`config.mk`:
```
export PLATFORM = sky130hd
export DESIGN_NAME = instr_prefetch
export DESIGN_NICKNAME = d
export VERILOG_FILES = /design/src/rtl/instr_prefetch.sv
export SDC_FILE = /design/constraint.sdc
export NUM_CORES = 1
export LEC_CHECK = 0
export BUFFER_PORTS_ARGS = -buffer_cell sky130_fd_sc_hd__buf_2
export CORE_ASPECT_RATIO = 1.4
export CORE_MARGIN = 5
export CORE_UTILIZATION = 56
export CTS_CLUSTER_DIAMETER = 30
export DETAILED_ROUTE_END_ITERATION = 8
export PLACE_DENSITY = 0.91
export SETUP_SLACK_MARGIN = 0.2
export SLEW_MARGIN = 10
export SYNTH_ARGS = -nofsm -noshare
export SYNTH_HDL_FRONTEND = slang
export SYNTH_SLANG_ARGS = --single-unit
```
`constraint.sdc`:
```
create_clock -name clk -period 3 [get_ports clk]
set_input_delay 0.3 -clock clk [delete_from_list [all_inputs] [get_ports clk]]
set_output_delay 0.3 -clock clk [all_outputs]
set_load 0.01 [all_outputs]
```
`src/rtl/instr_prefetch.sv`:
```
// Instruction prefetch: sequential halfword fetch from a synchronous ROM into a PC-tagged FIFO.
// Define INSTR_PREFETCH_STATS_EN to build the fetch/flush statistics counters.
module instr_prefetch #(
    parameter int unsigned DEPTH    = 4,
    parameter logic [31:0] RESET_PC = 32'h0000_0000
) (
    input  logic        clk,
    input  logic        reset,
    output logic        imem_en,
    output logic [31:0] imem_addr,
    input  logic [15:0] imem_rdata,
    output logic        instr_valid,
    input  logic        instr_ready,
    output logic [15:0] instr,
    output logic [31:0] instr_pc,
    input  logic        redirect,
    input  logic [31:0] redirect_pc,
    output logic [31:0] fetch_count,
    output logic [31:0] flush_count
);
    localparam int unsigned PTR_W   = $clog2(DEPTH);
    localparam int unsigned CNT_W   = PTR_W + 1;
    localparam logic [31:0] BOOT_PC = {RESET_PC[31:1], 1'b0};

    typedef enum logic [1:0] {BOOT, RUN, HOLD} state_e;

    typedef struct packed {
        logic [15:0] instr;
        logic [31:0] pc;
    } entry_t;

    state_e           state_q, state_d;
    logic [31:0]      fetch_pc_q, fetch_pc_d;
    logic [31:0]      rsp_pc_q, rsp_pc_d;
    logic             rsp_pending_q, rsp_pending_d;
    logic [CNT_W-1:0] count_q, count_d;
    logic [PTR_W-1:0] head_q, head_d;
    logic [PTR_W-1:0] tail_q, tail_d;
    logic [CNT_W:0]   occupancy_d;
    logic             issue, push, pop, has_entry;
    logic             redirect_pc_lsb_unused;
    entry_t           fifo_mem [DEPTH];
    entry_t           head_entry;

    assign redirect_pc_lsb_unused = redirect_pc[0];

    assign has_entry  = (count_q != '0);
    assign head_entry = fifo_mem[head_q];
    assign issue      = (state_q == RUN) && !redirect;
    assign push       = rsp_pending_q && !redirect;
    assign pop        = instr_valid && instr_ready;

    assign imem_en     = issue;
    assign imem_addr   = fetch_pc_q;
    assign instr_valid = has_entry && !redirect;
    // NOTE: the storage array is not reset; the head is masked to zero while empty instead.
    assign instr       = has_entry ? head_entry.instr : '0;
    assign instr_pc    = has_entry ? head_entry.pc : '0;

    always_comb begin
        // NOTE: every signal driven here gets a default first, so no latch can be inferred.
        state_d       = state_q;
        fetch_pc_d    = fetch_pc_q;
        rsp_pc_d      = rsp_pc_q;
        rsp_pending_d = 1'b0;
        count_d       = count_q;
        head_d        = head_q;
        tail_d        = tail_q;
        occupancy_d   = '0;

        if (redirect) begin
            // The in-flight response and all buffered entries belong to the old stream.
            fetch_pc_d = {redirect_pc[31:1], 1'b0};
            count_d    = '0;
            head_d     = '0;
            tail_d     = '0;
            state_d    = RUN;
        end else begin
            if (issue) begin
                fetch_pc_d    = fetch_pc_q + 32'd2;
                rsp_pending_d = 1'b1;
                rsp_pc_d      = fetch_pc_q;
            end
            if (push) tail_d = tail_q + PTR_W'(1);
            if (pop)  head_d = head_q + PTR_W'(1);
            if (push && !pop)      count_d = count_q + CNT_W'(1);
            else if (pop && !push) count_d = count_q - CNT_W'(1);

            // Stop issuing once buffered plus in-flight entries would fill the FIFO.
            occupancy_d = {1'b0, count_d} + {{CNT_W{1'b0}}, rsp_pending_d};
            if (state_q == BOOT)                         state_d = RUN;
            else if (occupancy_d == (CNT_W + 1)'(DEPTH)) state_d = HOLD;
            else                                         state_d = RUN;
        end
    end

    // NOTE: registers are updated with non-blocking assignments only.
    always_ff @(posedge clk or posedge reset) begin
        if (reset) begin
            state_q       <= BOOT;
            fetch_pc_q    <= BOOT_PC;
            rsp_pc_q      <= '0;
            rsp_pending_q <= 1'b0;
            count_q       <= '0;
            head_q        <= '0;
            tail_q        <= '0;
        end else begin
            state_q       <= state_d;
            fetch_pc_q    <= fetch_pc_d;
            rsp_pc_q      <= rsp_pc_d;
            rsp_pending_q <= rsp_pending_d;
            count_q       <= count_d;
            head_q        <= head_d;
            tail_q        <= tail_d;
        end
    end

    always_ff @(posedge clk) begin
        if (push) fifo_mem[tail_q] <= '{instr: imem_rdata, pc: rsp_pc_q};
    end

`ifdef INSTR_PREFETCH_STATS_EN
    logic [31:0] fetch_count_q, fetch_count_d;
    logic [31:0] flush_count_q, flush_count_d;

    always_comb begin
        fetch_count_d = fetch_count_q;
        flush_count_d = flush_count_q;
        if (pop) fetch_count_d = fetch_count_q + 32'd1;
        // A redirect only counts as a flush when it actually discards something.
        if (redirect && (has_entry || rsp_pending_q)) flush_count_d = flush_count_q + 32'd1;
    end

    always_ff @(posedge clk or posedge reset) begin
        if (reset) begin
            fetch_count_q <= '0;
            flush_count_q <= '0;
        end else begin
            fetch_count_q <= fetch_count_d;
            flush_count_q <= flush_count_d;
        end
    end

    assign fetch_count = fetch_count_q;
    assign flush_count = flush_count_q;
`else
    assign fetch_count = 32'h0;
    assign flush_count = 32'h0;
`endif

    // The issue gate keeps count + rsp_pending <= DEPTH, so a push never meets a full FIFO.
    a_no_push_when_full: assert property (@(posedge clk) disable iff (reset)
        push |-> (count_q != CNT_W'(DEPTH)));

endmodule
```
# Word level (Yosys, flattened, before mapping)

Memories as Yosys holds them, arrays and structs flattened.
Cells that the tools add are included.

Add/subtract/negate cells: 6
Equal/unequal tests: 2
Mux-type cells: 20
Bitwise gates (word level): 1
Reductions and logical operators: 15

Operators by type and width:

| operator              | count |
|---|---|
| $mux 32               | 3 |
| $add 32x2->32 const B | 1 |
| $mux 16               | 1 |
| $mux 2                | 7 |
| $mux 3                | 4 |
| $logic_and 1x1->1     | 6 |
| $reduce_bool 2->1     | 3 |
| $mux 1                | 5 |
| $add 2x1->2 const B   | 2 |
| $add 3x1->4           | 1 |
| $eq 4x3->1 const B    | 1 |
| $add 3x1->3 const B   | 1 |
| $logic_not 1->1       | 3 |
| $reduce_bool 3->1     | 1 |
| $sub 3x1->3 const B   | 1 |
| $eq 2x1->1 const B    | 1 |
| $logic_not 2->1       | 1 |
| $reduce_and 2->1      | 1 |
| $not 1->1             | 1 |

Flip-flop bits (word level): 74
Memory bits (writable): 192
Logic and storage cells: 52
Memories: 1

Memory list:

| name     | words | width | read ports | clocked after Yosys merged registers in | wr ports | RTL line | RTL |
|---|---|---|---|---|---|---|---|
| fifo_mem | 4     | 48    | 1          | 0                                       | 1        | 42       | `entry_t fifo_mem [DEPTH];` |

# Logic depth before layout (Yosys ltp)

Gate-level depths: netlist (run 1).

Depth after elaboration: 12
Depth in mapped cells: 12

# Least setup slack after synthesis (run 1)

OpenSTA, ideal clock, no wires.

Kind: reg-to-reg
Start: register count_q[0]
End: register state_q[0]
Setup time: 124 ps
Arrival: 2557 ps
Required time: 2876 ps
Setup slack: 319 ps
Stages on the path, launching flop included: 12
Period minus slack after synthesis: 2681 ps
Path through: dfrtp_1 > inv_1 > ha_1 > nor2b_1 > o21ai_0 > mux2_2 > o22a_1 > ha_1 > nor4_1 > nand2_1 > or3_1 > o31a_1

Cells in the longest elaborated chain, start to end: 12

RTL lines:

| what                                                | RTL line | RTL |
|---|---|---|
| start, declared                                     | 36       | `logic [CNT_W-1:0] count_q, count_d;` |
| start signal, assigned                              | 112      | `count_q <= count_d;` |
| branches (longest 5 deep; another with $sub 3x1->3) | --       |  |
| $mux 3 *                                            | 86       | `if (push && !pop) count_d = count_q + CNT_W'(1);` |
| $mux 3 *                                            | 71       | `if (redirect) begin` |
| $add 3x1->4 *                                       | 90       | `occupancy_d = {1'b0, count_d} + {{CNT_W{1'b0}}, rsp_pending_d};` |
| $eq 4x3->1 *                                        | 92       | `else if (occupancy_d == (CNT_W + 1)'(DEPTH)) state_d = HOLD;` |
| $mux 2 *                                            | 92       |  |
| $mux 2 *                                            | 91       | `if (state_q == BOOT) state_d = RUN;` |
| $mux 2 *                                            | 71       |  |
| named net state_d[0]                                | 32       | `state_e state_q, state_d;` |
| end signal, assigned                                | 108      | `state_q <= state_d;` |
| end, declared                                       | 32       |  |

Mark *: on every way through the listed nets, which the timed path passes. The select of a mux whose other input is x is not followed.
A chain may end at the register's enable or synchronous reset.

# Final worst setup path (run 1)

Same ends and word-level chain as after synthesis.

==> results of run 1 <==
[placed cells by master (no fill, tap or decap), types with 3 or more instances in the layout]
master / n
sky130_fd_sc_hd__and2_1: 51
sky130_fd_sc_hd__and2_2: 4
sky130_fd_sc_hd__and4_1: 4
sky130_fd_sc_hd__buf_2: 130
sky130_fd_sc_hd__buf_4: 18
sky130_fd_sc_hd__clkbuf_1: 3
sky130_fd_sc_hd__clkbuf_16: 37
sky130_fd_sc_hd__clkinvlp_4: 5
sky130_fd_sc_hd__conb_1: 66
sky130_fd_sc_hd__dfrtp_1: 70
sky130_fd_sc_hd__edfxtp_1: 188
sky130_fd_sc_hd__ha_1: 8
sky130_fd_sc_hd__inv_1: 9
sky130_fd_sc_hd__inv_6: 7
sky130_fd_sc_hd__inv_8: 4
sky130_fd_sc_hd__mux2_2: 32
sky130_fd_sc_hd__mux4_2: 47
sky130_fd_sc_hd__nand2_1: 40
sky130_fd_sc_hd__nand3_1: 12
sky130_fd_sc_hd__nand4_1: 7
sky130_fd_sc_hd__nor2_1: 11
sky130_fd_sc_hd__nor2b_1: 3
sky130_fd_sc_hd__nor3_1: 10
sky130_fd_sc_hd__nor4_1: 7
sky130_fd_sc_hd__nor4_2: 3
sky130_fd_sc_hd__o21ai_0: 23
sky130_fd_sc_hd__o21ai_1: 7
sky130_fd_sc_hd__xnor2_1: 26
sky130_fd_sc_hd__xor2_1: 7
[worst paths after layout]
check | endpoint | from | slack, ns
min reg2reg | fifo_mem[3][30] | rsp_pc_q[30] | 0.51
min | imem_addr[17] | redirect_pc[17] | 0.02
min in group asynchronous | imem_addr[6] | reset | 0.47
max reg2reg | state_q[0] | count_q[0] | 0.20
max | state_q[0] | count_q[0] | 0.20
max in group asynchronous | rsp_pc_q[26] | reset | 1.74
[critical path, stage by stage, from the launching register on]
cell and delay, ns:
sky130_fd_sc_hd__dfrtp_1 0.39, sky130_fd_sc_hd__inv_2 0.10, sky130_fd_sc_hd__ha_2 0.19, sky130_fd_sc_hd__nor2b_2 0.18, sky130_fd_sc_hd__o21ai_2 0.11, sky130_fd_sc_hd__a21oi_2 0.23
sky130_fd_sc_hd__xnor2_2 0.15, sky130_fd_sc_hd__ha_2 0.22, sky130_fd_sc_hd__ha_1 0.24, sky130_fd_sc_hd__nor4_2 0.32, sky130_fd_sc_hd__nand2_1 0.09, sky130_fd_sc_hd__or3_4 0.34
sky130_fd_sc_hd__o31a_1 0.11
[final cells by class]
| class | instances | area, um^2 | area share |
|---|---|---|---|
| Sequential cell | 260 | 7452 | 0.5656 |
| Multi-Input combinational cell | 400 | 3343 | 0.2538 |
| Clock buffer | 42 | 964.7 | 0.07322 |
| Timing Repair Buffer | 151 | 835.8 | 0.06344 |
| Tap cell | 252 | 315.3 | 0.02393 |
| Clock inverter | 21 | 222.7 | 0.01690 |
| Inverter | 11 | 41.29 | 0.003134 |
[power breakdown]
group	switching [uW]	internal, uW
registers	256	4220
clock network	1560	2530
logic	710	640
total	2530	7390
[logic make-up (layout without fill, tap and decap cells)]
logic type | Yosys count | count (layout) | synth area share
compound gates | 40 | 40 | 0.01994
mux | 82 | 82 | 0.1298
simple gates | 168 | 168 | 0.08536
xor+xnor | 34 | 34 | 0.02666
flops | 260 | 260 | 0.6667
fa+ha+maj | 10 | 10 | 0.01120
other cells | 1 | 66 | 0.0003357
buf+inv | 108 | 225 | 0.05993
[through the flow]
stage	setup slack, ns	utilization	cell area [um^2]	hold WS [ns]	total power (uW)
global placement	0.2178	0.6028	11920	0.4194	5787
CTS	0.2014	0.6634	13110	0.0008993	9959
detailed placement	0.1585	0.6028	11920	0.4327	5853
global route	0.07449	0.6665	13180	0.009814	10320
finish	0.2020	0.6665	13180	0.01715	9912
floorplan	0.3189	-	11410	0.3989	5394
[registers in the layout (all words and copies together), names as in the netlist]
register / flops
rsp_pending_q: 1
count_q: 3
imem_addr: 31
tail_q: 2
rsp_pc_q: 31
head_q: 2
fifo_mem: 188
state_q: 2
[what timing repair did]
item,4_1_cts,5_1_grt
resized for setup,1,10
buffers inserted,0,3
pin swaps,0,5
endpoints found under the hold margin,28,0
setup endpoints to repair,2,2
hold buffers,1,0
[per-layer routing]
metal | global-route usage | part of all wire | vias up
met2 | 0.3583 | 0.54 | 287
li1 | - | - | 2804
met4 | 0.07312 | 0.032 | 0
met1 | 0.2404 | 0.36 | 3130
met5 | 0 | 0 | -
met3 | 0.02868 | 0.066 | 50
==> results.txt, run 1 <==
- Remaining routing DRC violations: 0
* WP data required: 3.37 ns
* Final cell count without fillers: 1137
* Setup violators final: 0
* Fmax achieved: 357.4 MHz
- Count of vias placed by the detailed router: 6271
- Filler cells: 1315
- Summed over all failing endpoints, the final setup total negative slack is 0 ns.
* Type of destination of the critical path: flop
- Critical Setup Path Class: reg -> reg
* Top post-synthesis cells by count: sky130_fd_sc_hd__edfxtp_1, sky130_fd_sc_hd__dfrtp_1, sky130_fd_sc_hd__buf_4
* Synth unique cells: 45
* Minimum period implied by the final worst setup slack: 2.798 ns
* Max-cap viol count: 0
- From bottom edge to top edge, the die measures 177.1 um.
- The first global-routing pass estimated 35090 um of wire.
* Most frequent cell after synthesis: sky130_fd_sc_hd__edfxtp_1
- Final Slew Violations: 0
- R2R cell count: 12
* Area of the mapped netlist: 0.01117 mm^2
- Synth Warn #: 0
- Total overflow reported by the global router: 0
- Number of vias per cell: 5.515
- In the final routed layout, each cell accounts on average for 19.97 um.
* Die area: 0.02291 mm^2
- Leakage power total: 0.005051 uW
- Drt first-iter violations: 508
* Total number of clock tree sinks: 260
- The floorplan has 61 rows.
- Max Fanout on Critical Path: 3
* Hold Path Cell Cnt: 3
- Once placement completed, the tool counted placed cells totaling 1070.
* Post-route clock skew: 0.02147 ns
- Clk slew on worst S/H paths: 0.06 ns
- Clock tree synthesis inserted a total of 35 buffers.
- Antenna diode count: 0
- The initial antenna violation count came to 0.
* Total routed wirelength: 22710 um
- 198 I/O pins were placed.
- Most area-consuming cells after synthesis: sky130_fd_sc_hd__edfxtp_1, sky130_fd_sc_hd__dfrtp_1, sky130_fd_sc_hd__mux4_2, sky130_fd_sc_hd__buf_4, sky130_fd_sc_hd__mux2_2
- Of the available clock period, the critical path in the final layout requires 0.9327.
- Gate count of the mapped netlist: 703
* Detailed-routing iteration count for the pre-antenna-repair pass: 7
- IR analysis of the VDD net gives a maximum drop of 0.4621 mV.
- In this run the mean area of a mapped cell was 15.89 um^2.
* Initial standard-cell utilization of the core: 0.5650
* Flop and latch count out of synthesis: 260
- For the pin with the worst max-slew slack, the measured transition is 0.7328 ns.
- In this run the worst hold path is classified as in -> reg.
* RSZ-0062 raised after global routing: false
* H-tree depth: 2
- In the final design database the tool counted 921 nets.
* Arrival time of the worst setup path: 3.17 ns
- In this run the power density over the cells is 752.3 mW/mm^2.
- Startpoint type of the worst setup path: flop
- TritonCTS built the clock tree.
* Number of nets still failing antenna checks after routing: 0
- Run status: finished clean
* Final hold vios: 0
* All-layer global routing usage: 0.1986
- The via count of the first global-routing pass is 6424.
- Core footprint: 0.01977 mm^2
- Horiz. Die Dim: 129.4 um
* Proportion of register bits with asynchronous set or reset after synthesis: 0.2769
- Clock Latency Late Sink: 0.49 ns
- Entering global routing, the biggest net connects 48 pins.
* Share of layout cells above drive strength 1: 0.3571
* Area added between synthesis and finish: 17.96%
- Sequential fraction of the synthesis area: 0.6667
- Buffers placed on the I/O ports in this run total 130.
- Final weighted congestion of routability-driven global placement: 0.8399
- Counting along the longest clock path gives a buffer depth of 3.
- The synthesized design contains 188 enable-type register cells.
* Root buf cell: sky130_fd_sc_hd__clkbuf_16
- Headroom to the max-slew limit came out at 0.5115.
* Leading area contributor after synthesis: sky130_fd_sc_hd__edfxtp_1
* Detailed-placement wirelength estimate: 14360 um
* Post-synth top area share: 0.5054
* Primary flip-flop cell chosen by synthesis mapping: sky130_fd_sc_hd__edfxtp_1
Note: power is estimated with default switching activity, not from simulation.
==> run 2: changes to the inputs <==
Settings changed: CORE_MARGIN 5 to default.
==> results.txt, run 2 (synthesis gave the netlist of run 1 again) <==
* Top-level port count: 198 (unchanged)
* Clk slew on worst S/H paths: 0.06 ns (about the same)
* Antenna violations before repair: 0 (unchanged)
- Max-cap viol count: 0 (unchanged)
- Port buffer count: 130 (unchanged)
* Total internal power: 7291 uW (-1.3%)
- STA classifies the critical path startpoint as a flop.
- Horiz. Die Dim: 121.4 um (-6.2%)
- The data arrival time of the critical path came to 3.12 ns (-0.05 ns).
- The total CTS buffers is 34 (-2.9%).
- Measured slew at the worst slew-check pin: 0.6008 ns (-0.1320 ns)
* Area added between synthesis and finish: 17.72%
- RSZ-0062 raised after global routing: false
- The setup path with the least slack is of type reg -> reg.
- Ranked by flip-flop count, first place goes to fifo_mem.
* H-tree depth: 2 (unchanged)
- Most common library cell in the layout ignoring fill and taps: sky130_fd_sc_hd__edfxtp_1
- Max Fanout on Critical Path: 4 (+1)
- Most Frequent Cell on Critical Path: sky130_fd_sc_hd__ha_4
- Share of the cycle needed by the critical path after routing: 0.9158 (-0.01686)
- Detailed-routing iteration count for the pre-antenna-repair pass: 5 (-2)
- The initial core utilization is 0.5767 (+0.01164).
* Portion of total power attributed to sequential cells: 0.457 (+0.006)
- Count of vias placed by the detailed router: 6285 (+0.22%)
- The number of violations reported at the end of detailed-routing iteration 0 came to 379 (-25%).
* Sum Neg Setup Slack: 0 ns (unchanged)
* Peak supply drop: 0.6960 mV (+51%)
- The fraction of final layout cells sized beyond drive strength 1 is 0.3470 (-0.01008).
- Final weighted congestion of routability-driven global placement: 0.7947 (-5.4%)
* Total overflow reported by the global router: 0 (unchanged)
* Fmax achieved: 364.0 MHz (+1.8%)
* Number of nets still failing antenna checks after routing: 0 (unchanged)
- Core footprint: 0.01937 mm^2 (-2.0%)
- Clock tree from TritonCTS: yes
* Gate power share: 0.140 (+0.004)
* Power share of the clock group: 0.403 (-0.010)
- Pre-CTS setup slack: 0.05965 ns (-0.09883 ns)
* WL/cell: 19.76 um (-1.1%)
- The count of unresolved DRC violations after routing came to 0 (unchanged).
- The headroom to the max-slew limit was 0.5989 (+0.08745).
* Final hold vios: 0 (unchanged)
* Most frequent cells in the layout: sky130_fd_sc_hd__edfxtp_1, sky130_fd_sc_hd__buf_2, sky130_fd_sc_hd__dfrtp_1, sky130_fd_sc_hd__conb_1, sky130_fd_sc_hd__and2_1
- The flip-flop count of the largest register after layout was 188 (unchanged).
- Total number of clock tree sinks: 260 (unchanged)
* Leakage power total: 0.005015 uW (-0.72%)
- Clock Latency Late Sink: 0.49 ns (about the same)
- Switching power: 2485 uW (-1.6%)
- The die span in y is 169.1 um (-4.5%).
- Detailed-placement wirelength estimate: 13760 um (-4.2%)
- The maximum clock insertion buffer count is 3 (unchanged).
- The antenna cell count came to 0 (unchanged).
- The via count of the first global-routing pass is 6482 (+0.90%).
* Maximum number of pins on one net before global-route repair: 49 (+2.1%)
* Die area: 0.02052 mm^2 (-10%)
- The minimum setup slack in the final design came to 0.2526 ns (+0.05059 ns).
- Power Density: 743.5 mW/mm^2 (-1.2%)
- For this design, the slowest cell found on the critical path is sky130_fd_sc_hd__dfrtp_1.
* Post-route clock skew: 0.01631 ns (-0.005161 ns)
* Run status: finished clean
* WP data required: 3.37 ns (about the same)
- The total of endpoints with negative setup slack in the final report was 0 (unchanged).
- Clock tree synthesis selected as its root buffer the cell sky130_fd_sc_hd__clkbuf_16.
- The via count normalized by instance count was 5.577 (+1.1%).
* Num rows: 60 (-1.6%)
- The all-layer global routing usage was 0.2251 (+0.02650).
* Final layout net count: 916 (-0.54%)
* Total routed wirelength: 22270 um (-1.9%)
* Type of destination of the critical path: flop
* Wire length of the first global-routing pass: 34860 um (-0.67%)
* Final Slew Violations: 0 (unchanged)
* Sw Ratio: 0.2542 (-0.0006963)
- The worst stage delay on the critical path was 0.41 ns (+0.02 ns).
- The clock period minus final worst setup slack came to 2.747 ns (-0.05059 ns).
- In this run the worst hold path is classified as in -> reg.
- Cell chain of the critical path: inv_1 -> ha_4 -> nor2b_4 -> o21ai_2 -> a21oi_2 -> xnor2_1 -> ha_2 -> ha_4 -> nor4_4 -> nand2_1 -> or3_1 -> o31a_1
-- run 2: power by group through the flow --
stage | clock, uW | combinational [uW] | sequential, uW
after floorplan | 0 | 944 | 4450
after global placement | 0 | 1290 | 4500
after detailed placement | 0 | 1320 | 4530
after CTS | 3980 | 1340 | 4460
after global routing | 4120 | 1500 | 4500
final | 3940 | 1370 | 4470
-- run 2: per-stage QoR --
stage               total power, uW  instances  instance area [um^2]    util  hold WS [ns]
floorplan                      5394        768                 11410       -        0.3989
global placement               5785       1064                 11930  0.6162        0.3852
detailed placement             5849       1064                 11930  0.6162        0.3914
CTS                            9782       1126                 13090  0.6760       0.01329
global route                  10130       1127                 13150  0.6789       0.02872
finish                         9776       1127                 13150  0.6789       0.01571
-- run 2: cell type report --
cell class	count	area (um^2)
flip-flops and latches	260	7452
fillers	1280	6220
multi-input cells	400	3367
clock buffers	43	935.9
repair buffers	147	843.3
well taps	248	310.3
clock inverters	18	198.9
inverters	11	41.29
-- run 2: worst paths after layout --
| kind | from | endpoint | slack [ns] | cells after the start |
|---|---|---|---|---|
| hold / removal | redirect_pc[11] | imem_addr[11] | 0.02 | 3 |
| setup reg to reg | count_q[1] | state_q[0] | 0.25 | 12 |
| max in group asynchronous | reset | head_q[0] | 1.88 | 4 |
| setup / recovery | count_q[1] | state_q[0] | 0.25 | 12 |
| hold reg to reg | rsp_pc_q[16] | fifo_mem[2][16] | 0.51 | 0 |
| min in group asynchronous | reset | imem_addr[4] | 0.44 | 3 |
-- run 2: per-layer routing --
layer	vias up	wire (um)	track usage
li1	2790	-	-
met1	3184	8377	0.2804
met2	255	11970	0.3958
met3	56	1173	0.02931
met4	0	744	0.09018
met5	-	0	0
-- run 2: repair_timing --
item	in CTS	in global routing
setup endpoints to repair	2	2
pin swaps	0	1
hold endpoints to repair	24	0
gates cloned	0	0
resized for setup	4	9
hold buffers	1	0
buffers inserted	0	1
-- run 2: critical path, delay by kind of cell (launching register included) --
kind            cells  cell delay (ns)
simple gates        4             0.87
xor+xnor            1             0.18
buf+inv             1             0.13
compound gates      3             0.41
flops               1             0.41
fa+ha+maj           3             0.64
==> run 3: changes to the inputs <==
==> constraint.sdc (replaced) <==
create_clock -name clk -period 3 [get_ports clk]
set_input_delay 0.15 -clock clk [delete_from_list [all_inputs] [get_ports clk]]
set_output_delay 0.15 -clock clk [all_outputs]
set_load 0.01 [all_outputs]
==> results.txt, run 3 (synthesis gave the netlist of run 1 again) <==
* Run status: finished clean
- The library cell used most frequently in the layout, excluding fill and tap cells, is sky130_fd_sc_hd__edfxtp_1.
- Peak supply drop: 0.5643 mV (-19%)
- Vertical die dimension: 169.1 um (unchanged)
- Power share of the clock group: 0.385 (-0.018)
- The total CTS buffers is 30 (-12%).
* Num rows: 60 (unchanged)
- Setup repair after global routing left no endpoint under its margin.
- The share of total power in sequential cells came to 0.465 (+0.008).
- WL/cell: 20.92 um (+5.9%)
- Total internal power: 7191 uW (-1.4%)
- The number of iterations in the first detailed-routing pass is 5 (unchanged).
- Leakage power total: 0.005198 uW (+3.7%)
- The maximum clock insertion buffer count came to 3 (unchanged).
- Startpoint type of the worst setup path: flop
- The global-route wire length before repair was 37250 um (+6.9%).
- Setup violators final: 0 (unchanged)
* Final Cell Area: 0.01359 mm^2 (+3.3%)
* Count of vias placed by the detailed router: 6606 (+5.1%)
- Power Density: 711.2 mW/mm^2 (-4.3%)
- The headroom to the max-slew limit came to 0.4828 (-0.1161).
- Post-route clock skew: 0.01604 ns (-0.0002701 ns)
- WP data required: 3.42 ns (+0.05 ns)
- Final layout net count: 966 (+5.5%)
- Sum Neg Setup Slack: 0 ns (unchanged)
- Share of the core filled with cells in the final layout: 0.7014 (+0.02254)
* Area added between synthesis and finish: 21.63%
- Minimum period implied by the final worst setup slack: 2.718 ns (-0.02927 ns)
- Number of vias per cell: 5.622 (+0.81%)
- The count of input and output buffers is 130 (unchanged).
- The highest fanout seen on the critical path came to 4 (unchanged).
- Top-level port count: 198 (unchanged)
- Register with the highest flop count: fifo_mem
- Number of nets still failing antenna checks after routing: 0 (unchanged)
- Gate power share: 0.150 (+0.010)
- The number of clock sinks was 260 (unchanged).
- Maximum number of pins on one net before global-route repair: 48 (-2.0%)
* Clock tree from TritonCTS: yes
* Most frequent cells in the layout: sky130_fd_sc_hd__edfxtp_1, sky130_fd_sc_hd__buf_2, sky130_fd_sc_hd__dfrtp_1, sky130_fd_sc_hd__conb_1, sky130_fd_sc_hd__dlygate4sd3_1
- The area inside the core boundary was 0.01937 mm^2 (unchanged).
- All-layer global routing usage: 0.2435 (+0.01845)
- The fmax is 367.9 MHz (+1.1%).
- The data arrival time of the critical path came to 3.14 ns (+0.02 ns).
- Final hold vios: 0 (unchanged)
- Clock Latency Late Sink: 0.54 ns (+0.05 ns)
- Antenna diode count: 0 (unchanged)
- Final Slew Violations: 0 (unchanged)
* Measured slew at the worst slew-check pin: 0.7758 ns (+0.1751 ns)
- The setup path with the least slack is of type reg -> reg.
- The initial core utilization came to 0.5767 (unchanged).
- Total overflow reported by the global router: 0 (unchanged)
- Flip-flop count of the largest register after layout: 188 (unchanged)
* Die area: 0.02052 mm^2 (unchanged)
- The width of the chip was 121.4 um (unchanged).
- Remaining routing DRC violations: 0 (unchanged)
* Max-cap viol count: 0 (unchanged)
- The fraction of final layout cells sized beyond drive strength 1 came to 0.3279 (-0.01905).
- Switching power: 2472 uW (-0.53%)
- Path class of the lowest-slack min-delay path: in -> reg
- H-tree depth: 1 (-1)
- Placed standard-cell area: 0.01193 mm^2 (about the same)
- The number of violations reported at the end of detailed-routing iteration 0 is 475 (+25%).
- The post-route clock period utilization is 0.9060 (-0.009755).
- The HPWL reported at the end of detailed placement was 13810 um (+0.40%).
- Number of global-route vias before repair: 6844 (+5.6%)
- The root buffer cell chosen for the clock tree is sky130_fd_sc_hd__clkbuf_16.
* Total routed wirelength: 24580 um (+10%)
- STA classifies the critical path endpoint as a flop.
- The final weighted congestion of routability-driven global placement was 0.8113 (+2.1%).
* Sw Ratio: 0.2558 (+0.001625)
- Clk slew on worst S/H paths: 0.06 ns (about the same)
* Antenna violations before repair: 1 (+1)
## run 3: per-stage QoR
step | instances | hold slack [ns] | power (uW) | worst slack, ns
floorplan | 768 | 0.2489 | 5394 | 0.3189
global placement | 1063 | 0.2021 | 5781 | 0.1584
detailed placement | 1063 | 0.2144 | 5851 | 0.05558
CTS | 1171 | 0.09681 | 9621 | 0.2129
global route | 1175 | 0.2097 | 9958 | 0.1907
finish | 1175 | 0.1507 | 9663 | 0.2819
## run 3: power groups by stage
stage,combinational (uW),clock (uW),sequential (uW)
after global placement,1260,0,4520
after floorplan,944,0,4450
final,1450,3720,4500
after detailed placement,1300,0,4550
after CTS,1380,3750,4490
after global routing,1560,3860,4530
## run 3: routing by layer
metal / up-vias / part of all wire / global-route usage
met3: 80 / 0.061 / 0.03875
met4: 0 / 0.047 / 0.1256
met2: 319 / 0.53 / 0.4214
met1: 3317 / 0.36 / 0.2925
li1: 2890 / - / -
met5: - / 0 / 0
## run 3: path summary, 6_finish.rpt
path	startpoint	to	slack [ns]	depth (start not counted)
max reg2reg	count_q[0]	state_q[0]	0.28	12
min	instr_ready	head_q[0]	0.15	5
min reg2reg	rsp_pc_q[10]	fifo_mem[3][10]	0.52	0
max	count_q[0]	state_q[0]	0.28	12
max in group asynchronous	reset	head_q[0]	1.99	4
min in group asynchronous	reset	imem_addr[3]	0.24	3
## run 3: final cells by class
type,instances,area [um^2]
clock buffers,34,797.0
clock inverters,21,236.5
fillers,1185,5783
inverters,11,41.29
multi-input cells,400,3369
flip-flops and latches,260,7452
well taps,248,310.3
repair buffers,201,1379
## run 3: what timing repair did
action                                  4_1_cts  5_1_grt
pin swaps                                     0        5
resized for setup                             3       11
hold endpoints to repair                    117        0
hold buffers                                 53        0
buffers inserted                              0        4
endpoints found under the setup margin        2        2
## run 3: worst max-delay path, cell delays in order, from the launching register on
cell                      delay, ns
sky130_fd_sc_hd__dfrtp_1       0.39
sky130_fd_sc_hd__inv_2         0.09
sky130_fd_sc_hd__ha_2          0.19
sky130_fd_sc_hd__nor2b_4       0.18
sky130_fd_sc_hd__o21ai_2       0.09
sky130_fd_sc_hd__a21oi_2       0.21
sky130_fd_sc_hd__xnor2_2       0.15
sky130_fd_sc_hd__ha_2          0.24
sky130_fd_sc_hd__ha_4          0.22
sky130_fd_sc_hd__nor4_4        0.28
sky130_fd_sc_hd__nand2_1       0.10
sky130_fd_sc_hd__or3_4         0.34
sky130_fd_sc_hd__o31a_1        0.12
